==> src/rtl/mod_reduction_arbiter.sv <==
// ---------------------------------------------------------------------------
// mod_reduction_arbiter
//
// Shares one ModReduction unit among NREQ requesters. A round-robin search
// starting at ptr picks a requester in IDLE, its 2*width-bit operand is
// latched onto red_a and red_enable is raised for the whole job. When the
// reducer signals done (or the watchdog expires) the result is returned to
// the winner together with a one-cycle, one-hot ack.
//
// Ports
//   clk         rising-edge clock
//   reset       synchronous, active-high reset
//   req         per-requester request, held with operand until ack
//   req_a       packed operands, requester i at [(i+1)*2*width-1 : i*2*width]
//   ack         one-hot, one-cycle completion pulse
//   result      reduced value, valid while ack is nonzero
//   err         high with ack when the job was aborted by the watchdog
//   busy        high while a job is running or being acknowledged
//   red_enable  reducer enable, high only in BUSY
//   red_a       reducer operand, registered and stable for the whole job
//   red_done    reducer completion (ignored outside BUSY)
//   red_r       reducer result
// ---------------------------------------------------------------------------
module mod_reduction_arbiter #(
  parameter int NREQ    = 4,
  parameter int width   = 128,
  parameter int TIMEOUT = 1024
) (
  input  logic                      clk,
  input  logic                      reset,
  input  logic [NREQ-1:0]           req,
  input  logic [NREQ*2*width-1:0]   req_a,
  output logic [NREQ-1:0]           ack,
  output logic [width-1:0]          result,
  output logic                      err,
  output logic                      busy,
  output logic                      red_enable,
  output logic [2*width-1:0]        red_a,
  input  logic                      red_done,
  input  logic [width-1:0]          red_r
);

  localparam int AW  = 2 * width;
  localparam int IW  = (NREQ > 1) ? $clog2(NREQ) : 1;
  localparam int WDW = $clog2(TIMEOUT + 1);

  localparam logic [1:0] ST_IDLE = 2'd0;
  localparam logic [1:0] ST_BUSY = 2'd1;
  localparam logic [1:0] ST_RESP = 2'd2;

  // Registered state
  logic [1:0]       state_q, state_d;
  logic [IW-1:0]    ptr_q, ptr_d;
  logic [IW-1:0]    gnt_q, gnt_d;
  logic [WDW-1:0]   wd_q, wd_d;
  logic [AW-1:0]    red_a_q, red_a_d;
  logic             red_enable_q, red_enable_d;
  logic [NREQ-1:0]  ack_q, ack_d;
  logic [width-1:0] result_q, result_d;
  logic             err_q, err_d;
  logic             busy_q, busy_d;

  // Combinational helpers
  logic             pick_found_s;
  logic [IW-1:0]    pick_idx_s;
  logic [IW:0]      cand_s;
  logic [AW-1:0]    pick_op_s;
  logic [IW-1:0]    ptr_inc_s;

  // Round-robin search: walk the offsets from high to low so the last hit
  // written is the one closest to ptr (the highest-priority candidate).
  always_comb begin
    pick_found_s = 1'b0;
    pick_idx_s   = '0;
    cand_s       = '0;
    for (int i = NREQ - 1; i >= 0; i--) begin
      cand_s = {1'b0, ptr_q} + (IW + 1)'(i);
      if (cand_s >= (IW + 1)'(NREQ)) begin
        cand_s = cand_s - (IW + 1)'(NREQ);
      end else begin
        cand_s = cand_s;
      end
      if (req[cand_s[IW-1:0]]) begin
        pick_found_s = 1'b1;
        pick_idx_s   = cand_s[IW-1:0];
      end else begin
        pick_found_s = pick_found_s;
      end
    end
  end

  // Operand multiplexer for the candidate winner.
  always_comb begin
    pick_op_s = '0;
    for (int i = 0; i < NREQ; i++) begin
      if (pick_idx_s == IW'(i)) begin
        pick_op_s = req_a[i*AW +: AW];
      end else begin
        pick_op_s = pick_op_s;
      end
    end
  end

  // Next pointer is one past the served requester, wrapping at NREQ.
  always_comb begin
    if (gnt_q == IW'(NREQ - 1)) begin
      ptr_inc_s = '0;
    end else begin
      ptr_inc_s = gnt_q + IW'(1);
    end
  end

  // Sequencer next-state logic: IDLE grants, BUSY waits for done or the
  // watchdog, RESP pulses ack and advances the round-robin pointer.
  always_comb begin
    state_d      = state_q;
    ptr_d        = ptr_q;
    gnt_d        = gnt_q;
    wd_d         = wd_q;
    red_a_d      = red_a_q;
    red_enable_d = red_enable_q;
    ack_d        = '0;
    result_d     = result_q;
    err_d        = err_q;
    busy_d       = busy_q;

    case (state_q)
      ST_IDLE: begin
        if (pick_found_s) begin
          state_d      = ST_BUSY;
          gnt_d        = pick_idx_s;
          red_a_d      = pick_op_s;
          wd_d         = '0;
          red_enable_d = 1'b1;
          busy_d       = 1'b1;
        end else begin
          state_d      = ST_IDLE;
          red_enable_d = 1'b0;
          busy_d       = 1'b0;
        end
      end

      ST_BUSY: begin
        wd_d = wd_q + WDW'(1);
        // done wins over the watchdog when both happen in the same cycle
        if (red_done) begin
          state_d      = ST_RESP;
          result_d     = red_r;
          err_d        = 1'b0;
          red_enable_d = 1'b0;
          ack_d[gnt_q] = 1'b1;
        end else if (wd_q == WDW'(TIMEOUT - 1)) begin
          state_d      = ST_RESP;
          result_d     = '0;
          err_d        = 1'b1;
          red_enable_d = 1'b0;
          ack_d[gnt_q] = 1'b1;
        end else begin
          state_d      = ST_BUSY;
          red_enable_d = 1'b1;
        end
      end

      ST_RESP: begin
        // No grant here: red_enable stays low for RESP plus IDLE so the
        // reducer always sees a fresh rising edge for the next job.
        state_d      = ST_IDLE;
        ptr_d        = ptr_inc_s;
        red_enable_d = 1'b0;
        busy_d       = 1'b0;
        result_d     = '0;
        err_d        = 1'b0;
      end

      default: begin
        state_d      = ST_IDLE;
        red_enable_d = 1'b0;
        busy_d       = 1'b0;
        result_d     = '0;
        err_d        = 1'b0;
        wd_d         = '0;
      end
    endcase
  end

  // State and output registers with synchronous reset.
  always_ff @(posedge clk) begin
    if (reset) begin
      state_q      <= ST_IDLE;
      ptr_q        <= '0;
      gnt_q        <= '0;
      wd_q         <= '0;
      red_a_q      <= '0;
      red_enable_q <= 1'b0;
      ack_q        <= '0;
      result_q     <= '0;
      err_q        <= 1'b0;
      busy_q       <= 1'b0;
    end else begin
      state_q      <= state_d;
      ptr_q        <= ptr_d;
      gnt_q        <= gnt_d;
      wd_q         <= wd_d;
      red_a_q      <= red_a_d;
      red_enable_q <= red_enable_d;
      ack_q        <= ack_d;
      result_q     <= result_d;
      err_q        <= err_d;
      busy_q       <= busy_d;
    end
  end

  assign ack        = ack_q;
  assign result     = result_q;
  assign err        = err_q;
  assign busy       = busy_q;
  assign red_enable = red_enable_q;
  assign red_a      = red_a_q;

endmodule

==> config.mk <==
export PLATFORM = sky130hd
export DESIGN_NAME = mod_reduction_arbiter
export DESIGN_NICKNAME = d
export VERILOG_FILES = /design/src/rtl/mod_reduction_arbiter.sv
export SDC_FILE = /design/constraint.sdc
export NUM_CORES = 1
export LEC_CHECK = 0
export CORE_AREA = 2 2 600 602
export DETAILED_ROUTE_END_ITERATION = 7
export DIE_AREA = 0 0 602 604
export PLACE_DENSITY = 0.33
export SYNTH_ARGS = -nofsm -noshare
export SYNTH_HDL_FRONTEND = slang
export SYNTH_SLANG_ARGS = --single-unit
==> constraint.sdc <==
create_clock -name clk -period 5.65 [get_ports clk]
set_input_delay 0.565 -clock clk [delete_from_list [all_inputs] [get_ports clk]]
set_output_delay 0.565 -clock clk [all_outputs]
set_load 0.05 [all_outputs]
==> results of run 1 <==
synth_stat cells (10+ instances only):
| cell | count | area share, % |
|---|---|---|
| dfxtp_1 | 407 | 41 |
| a211oi_1 | 251 | 9.5 |
| clkbuf_1 | 200 | 3.8 |
| o221ai_1 | 163 | 7.2 |
| and3_1 | 160 | 5.0 |
| o2bb2ai_1 | 155 | 6.8 |
| a22o_1 | 128 | 5.6 |
| nor2_1 | 127 | 2.4 |
| o21ai_0 | 99 | 2.5 |
| nand3_1 | 97 | 2.4 |
| a21o_1 | 94 | 3.6 |
| a221oi_1 | 94 | 4.1 |
| buf_2 | 44 | 1.1 |
| buf_1 | 19 | 0.36 |
| mux2i_1 | 15 | 0.76 |
| buf_6 | 12 | 0.68 |
| a21oi_1 | 11 | 0.28 |
| nand2_1 | 10 | 0.19 |
state kept, by name (all words and copies together) (netlist names):
| name | flops |
|---|---|
| result | 128 |
| wd_q | 11 |
| ack | 4 |
| red_a | 256 |
| gnt_q | 2 |
| busy | 1 |
| ptr_q | 2 |
| err | 1 |
| state_q | 2 |
through the flow:
step | hold WS [ns] | util, % | instance area, um2 | total power, mW
global route | 0.08312 | 12.11 | 43310 | 13.02
detailed placement | 0.4472 | 11.47 | 41010 | 8.070
floorplan | 0.4294 | - | 19850 | 5.401
finish | 0.1324 | 12.14 | 43400 | 12.54
global placement | 0.4462 | 11.47 | 41010 | 8.092
CTS | 0.05021 | 12.10 | 43270 | 12.82
critical path: stages, from the launching register on:
cell and delay (ns):
dfxtp_1 0.54, nor2b_1 0.19, or4_4 0.79, buf_12 0.29, and3_1 0.45, a211oi_2 1.01
o2bb2ai_1 0.09
final cells by class:
type	instances	area [um2]	area share (%)
multi-input combinational	1459	10670	24.58
timing repair buffer	1614	16200	37.33
antenna	50	125.1	0.2883
inverter	6	22.52	0.05189
sequential	407	8148	18.77
tap	4773	5972	13.76
clock buffer	101	2053	4.731
clock inverter	19	210.2	0.4843
per-layer routing:
metal  global-route usage (%)  up-vias  wire length [um]
li1                         -    11610                 -
met1                    19.28    13860            124800
met2                    26.16     1552            139200
met3                    6.800      555             29840
met4                    3.340      170              8500
met5                        0        -              1100
path summary, 6_finish.rpt:
check	to	startpoint	cells past startpoint	slack (ns)
hold / removal	wd_q[1]	reset	2	0.13
setup reg to reg	red_a[33]	ptr_q[0]	6	1.76
setup / recovery	red_a[33]	ptr_q[0]	6	1.76
hold reg to reg	red_a[229]	red_a[229]	1	0.46
kinds of logic (layout without fill, tap and decap cells):
| family | Yosys count | in the layout | synth area share [%] |
|---|---|---|---|
| flip-flops | 407 | 407 | 41.05 |
| multiplexers | 15 | 15 | 0.7565 |
| buffers and inverters | 286 | 1740 | 6.235 |
| adder cells (fa/ha/maj) | 5 | 5 | 0.3152 |
| AND/OR/NAND/NOR | 423 | 423 | 11.09 |
| AO/OA/AOI/OAI | 1016 | 1016 | 40.55 |
| other | 0 | 50 | 0 |
power by group through the flow:
stage / clock (mW) / sequential, mW / combinational [mW]
floorplan: 0 / 4.41 / 0.988
global placement: 0 / 3.47 / 4.63
detailed placement: 0 / 3.46 / 4.61
CTS: 4.78 / 3.40 / 4.63
global route: 4.85 / 3.43 / 4.74
finish: 4.57 / 3.40 / 4.57
==> out/qor.txt, run 1 <==
Failing checks = max-capacitance violations, max-slew violations
DRT Pass-1 Iters = 5
CTS Buf Count = 73
Fmax = 257.2 MHz
Row cnt = 220
Final ANT Viol Nets = 0
Worst-Margin Slew = 1.788 ns
CTS Hold Bufs = 0
DR WL/cell = 36.00 um
Most frequent cells in the layout = clkdlybuf4s50_1 (1545), dfxtp_1 (407), a211oi_1 (244)
Layout cell share with drive strength beyond 1 = 5.574%
Netlist cell types = 46
Iter 0 DRT Violations = 2310
Clk sinks = 407
Die height = 604 um
Reg power frac = 27.1%
CTS H-tree lvls = 3
IO Count = 1550
GRT Util Overall = 15.96%
Int Power = 7.540 mW
Clock share of power = 36.4%
Placement Setup Slack = 1.311 ns
Final #Nets = 4725
GPL Wtd Cong = 0.9403
Worst Setup Start Kind = register
Root Driver = clkbuf_16
Net count after synthesis = 3316
Setup violators final = 0
Area growth from synthesis to final layout = 118.7%
Fin. max-slew vios = 2
Vias in the first global route = 26730
Hpwl dp = 259500 um
Number of synthesized register bits = 407
Post-CTS setup buffer count = 0
Seq/Total Area, Yosys = 41.05%
Critical Path Fanout Max = 136
Via-to-Cell Ratio = 3.291
Largest net degree at the start of global routing = 160
Max clock buf depth = 4
Routed vias = 27740
Share of synthesized registers carrying an async set or reset = 0%
Most common flop cell mapped by yosys = dfxtp_1
Final std cells w/o fill = 8429
Count of input and output buffers = 1549
Final Hold Viols = 0
Syn Inst Count = 2152
Filler cells = 40820
Arrival time at the worst endpoint = 4.50 ns
First-pass GRT wire length = 366500 um
Placed insts = 8259
Full die area = 0.3636 mm2
RSZ-0062 raised after global routing = no
Slew margin rel. = -19.21%
Worst min path class = in2reg
CTS tree = yes
Initial antenna violation count = 262
Clock skew = 0.09143 ns
Clk slew on worst S/H paths = 0.07 ns
Logic pwr share = 36.4%
Status = complete, but fails checks
Sw Share = 39.89%
Leakage power = 14.18 nW
Yosys warnings = 0
Remaining global-route overflow = 0
Mapped Area = 0.01985 mm2
P_sw = 5.003 mW
WP data required = 6.26 ns
Tcrit/Tclk final = 68.81%
Setup CP Type = reg2reg
Max-Cap Viols = 1
Drc violations = 0
Starting Density = 5.550%
Commonest non-fill, non-tap cell in the layout = clkdlybuf4s50_1
Post-Syn Area per Cell = 9.222 um2
Clk_lat worst skew = 0.79 ns
Number of synthesized flops with an enable pin = 0
Tmin final = 3.887 ns
Detailed Route WL = 303400 um
Core area = 0.3576 mm2
PD cells = 289.0 mW/mm2
CTS resizes = 0
Fin Setup TNS = 0 ns
Endpoint type of the worst setup path = register
Fin worst setup slack = 1.763 ns
Die Width = 602 um
Worst IR drop on VDD = 0.1559 mV
Power figures use the tool's default switching activity.
==> run 2: changes to the inputs <==
--- a/config.mk
+++ b/config.mk
@@ -8,7 +8,7 @@
 export CORE_AREA = 2 2 600 602
 export DETAILED_ROUTE_END_ITERATION = 7
 export DIE_AREA = 0 0 602 604
-export PLACE_DENSITY = 0.33
+export PLACE_DENSITY = 0.34
 export SYNTH_ARGS = -nofsm -noshare
 export SYNTH_HDL_FRONTEND = slang
 export SYNTH_SLANG_ARGS = --single-unit
==> constraint.sdc (replaced) <==
create_clock -name clk -period 3.5 [get_ports clk]
set_input_delay 0.35 -clock clk [delete_from_list [all_inputs] [get_ports clk]]
set_output_delay 0.35 -clock clk [all_outputs]
set_load 0.05 [all_outputs]
==> run 2 against run 1 <==
Net effect:
- clock power up 62%
- the flow now finishes without violations
- critical path type unchanged
- routed wire length is 0.20% lower
- worst hold slack got worse by 0.086 ns
==> out/qor.txt, run 2 (synthesis gave the netlist of run 1 again) <==
Final ANT Viol Nets = 0 (unchanged)
Placed insts = 8393 (+1.6%)
Starting Density = 5.550% (unchanged)
Clk slew on worst S/H paths = 0.06 ns (about the same)
CTS Hold Bufs = 0 (unchanged)
Layout cell share with drive strength beyond 1 = 9.067% (+3.5 points)
Max clock buf depth = 4 (unchanged)
Most frequent cells in the layout = clkdlybuf4s50_1 (1548), dfxtp_1 (407), a211oi_1 (242)
Status = complete, no violations
Final hold slack = 0.04657 ns (-0.08584 ns)
PD cells = 457.6 mW/mm2 (+58%)
WP data required = 4.06 ns (-2.20 ns)
Placement Setup Slack = -0.1470 ns (-1.458 ns)
Clk_lat worst skew = 0.76 ns (-0.03 ns)
GR Util met2 = 25.91% (-0.25 points)
Remaining global-route overflow = 0 (unchanged)
Initial antenna violation count = 251 (-4.2%)
CTS H-tree lvls = 3 (unchanged)
Worst min path class = in2reg
Clock skew = 0.05724 ns (-0.03419 ns)
Worst Setup Start Kind = register
Post-CTS setup buffer count = 0 (unchanged)
Worst IR drop on VDD = 0.2823 mV (+81%)
Met3 usage = 7.156% (+0.36 points)
Overall Power = 20.54 mW (+64%)
Drc violations = 0 (unchanged)
Worst-Margin Slew = 1.211 ns (-0.5771 ns)
Tcrit/Tclk final = 94.02% (+25 points)
DRT Pass-1 Iters = 5 (unchanged)
Detailed Route WL = 302800 um (-0.20%)
Commonest non-fill, non-tap cell in the layout = clkdlybuf4s50_1
Setup violators final = 0 (unchanged)
Fin worst setup slack = 0.2092 ns (-1.553 ns)
Via-to-Cell Ratio = 3.274 (-0.50%)
Root Driver = clkbuf_16
GRT met1 Usage = 19.25% (-0.022 points)
Count of input and output buffers = 1549 (unchanged)
Die Width = 602 um (unchanged)
Area growth from synthesis to final layout = 126.1%
Arrival time at the worst endpoint = 3.85 ns (-0.65 ns)
Final #Nets = 4857 (+2.8%)
Fin. max-slew vios = 0 (-2)
Setup CP Type = reg2reg
Tmin final = 3.291 ns (-0.5967 ns)
Row cnt = 220 (unchanged)
Routed vias = 28070 (+1.2%)
GPL Wtd Cong = 0.9368 (-0.37%)
Slew margin rel. = 18.78% (+38 points)
Largest register FFs = 256 (unchanged)
Max-Cap Viols = 0 (-1)
Die height = 604 um (unchanged)
Busiest grt layer = met2
Leakage power = 14.98 nW (+5.6%)
First-pass GRT wire length = 367900 um (+0.39%)
Core area = 0.3576 mm2 (unchanged)
Filler cells = 40750 (-0.16%)
Iter 0 DRT Violations = 2012 (-13%)
Sequential cell area = 0.008148 mm2 (unchanged)
CTS Buf Count = 71 (-2.7%)
Fmax = 303.9 MHz (+18%)
Largest net degree at the start of global routing = 79 (-51%)
RSZ-0062 raised after global routing = no
Endpoint type of the worst setup path = register
Vias in the first global route = 27590 (+3.2%)
DR WL/cell = 35.33 um (-1.9%)
Fin Setup TNS = 0 ns (unchanged)
IO Count = 1550 (unchanged)
Critical Path Fanout Max = 78 (-43%)
Clk sinks = 407 (unchanged)
GRT Util Overall = 15.96% (about the same)
CTS resizes = 0 (unchanged)
Full die area = 0.3636 mm2 (unchanged)
Final std cells w/o fill = 8571 (+1.7%)
Final Hold Viols = 0 (unchanged)
Hpwl dp = 265300 um (+2.3%)
Multi-input gate area = 0.01069 mm2 (+0.15%)
CTS tree = yes
-- run 2: final timing paths --
kind / start / cells after the start / end / slack (ns)
setup / recovery: ptr_q[0] / 6 / red_a[45] / 0.21
hold / removal: reset / 2 / state_q[0] / 0.05
setup reg to reg: ptr_q[0] / 6 / red_a[45] / 0.21
hold reg to reg: red_a[157] / 1 / red_a[157] / 0.46
-- run 2: metrics by stage --
stage / util, % / instance area [um2]
2_1_floorplan: - / 19850
3_3_place_gp: 11.83 / 42290
3_5_place_dp: 11.86 / 42400
4_1_cts: 12.51 / 44730
5_1_grt: 12.52 / 44770
6_report: 12.55 / 44880
-- run 2: critical path, stage by stage, from the launching register on --
cell,delay [ns]
dfxtp_1,0.51
nor2b_1,0.18
or4_4,0.71
buf_12,0.24
and3_1,0.27
a211oi_1,0.97
o2bb2ai_1,0.10
-- run 2: cell type report --
type | count | share of cell area (%)
timing repair buffer | 1748 | 39.16
multi-input combinational | 1459 | 23.81
sequential | 407 | 18.15
tap | 4773 | 13.31
clock buffer | 100 | 4.656
clock inverter | 19 | 0.5325
antenna | 59 | 0.3290
inverter | 6 | 0.05018
-- run 2: layer usage --
metal / vias to the layer above / wire [um]
li1: 11860 / -
met1: 14030 / 125900
met2: 1465 / 137800
met3: 525 / 30110
met4: 186 / 7851
met5: - / 1255
-- run 2: where the power goes --
part           internal (mW)  leakage, nW  switching, mW  total (mW)
registers               5.13         3.35          0.397        5.53
clock network           4.50         1.14           2.90        7.40
logic                   2.99         10.5           4.62        7.61
total                   12.6         15.0           7.92        20.5
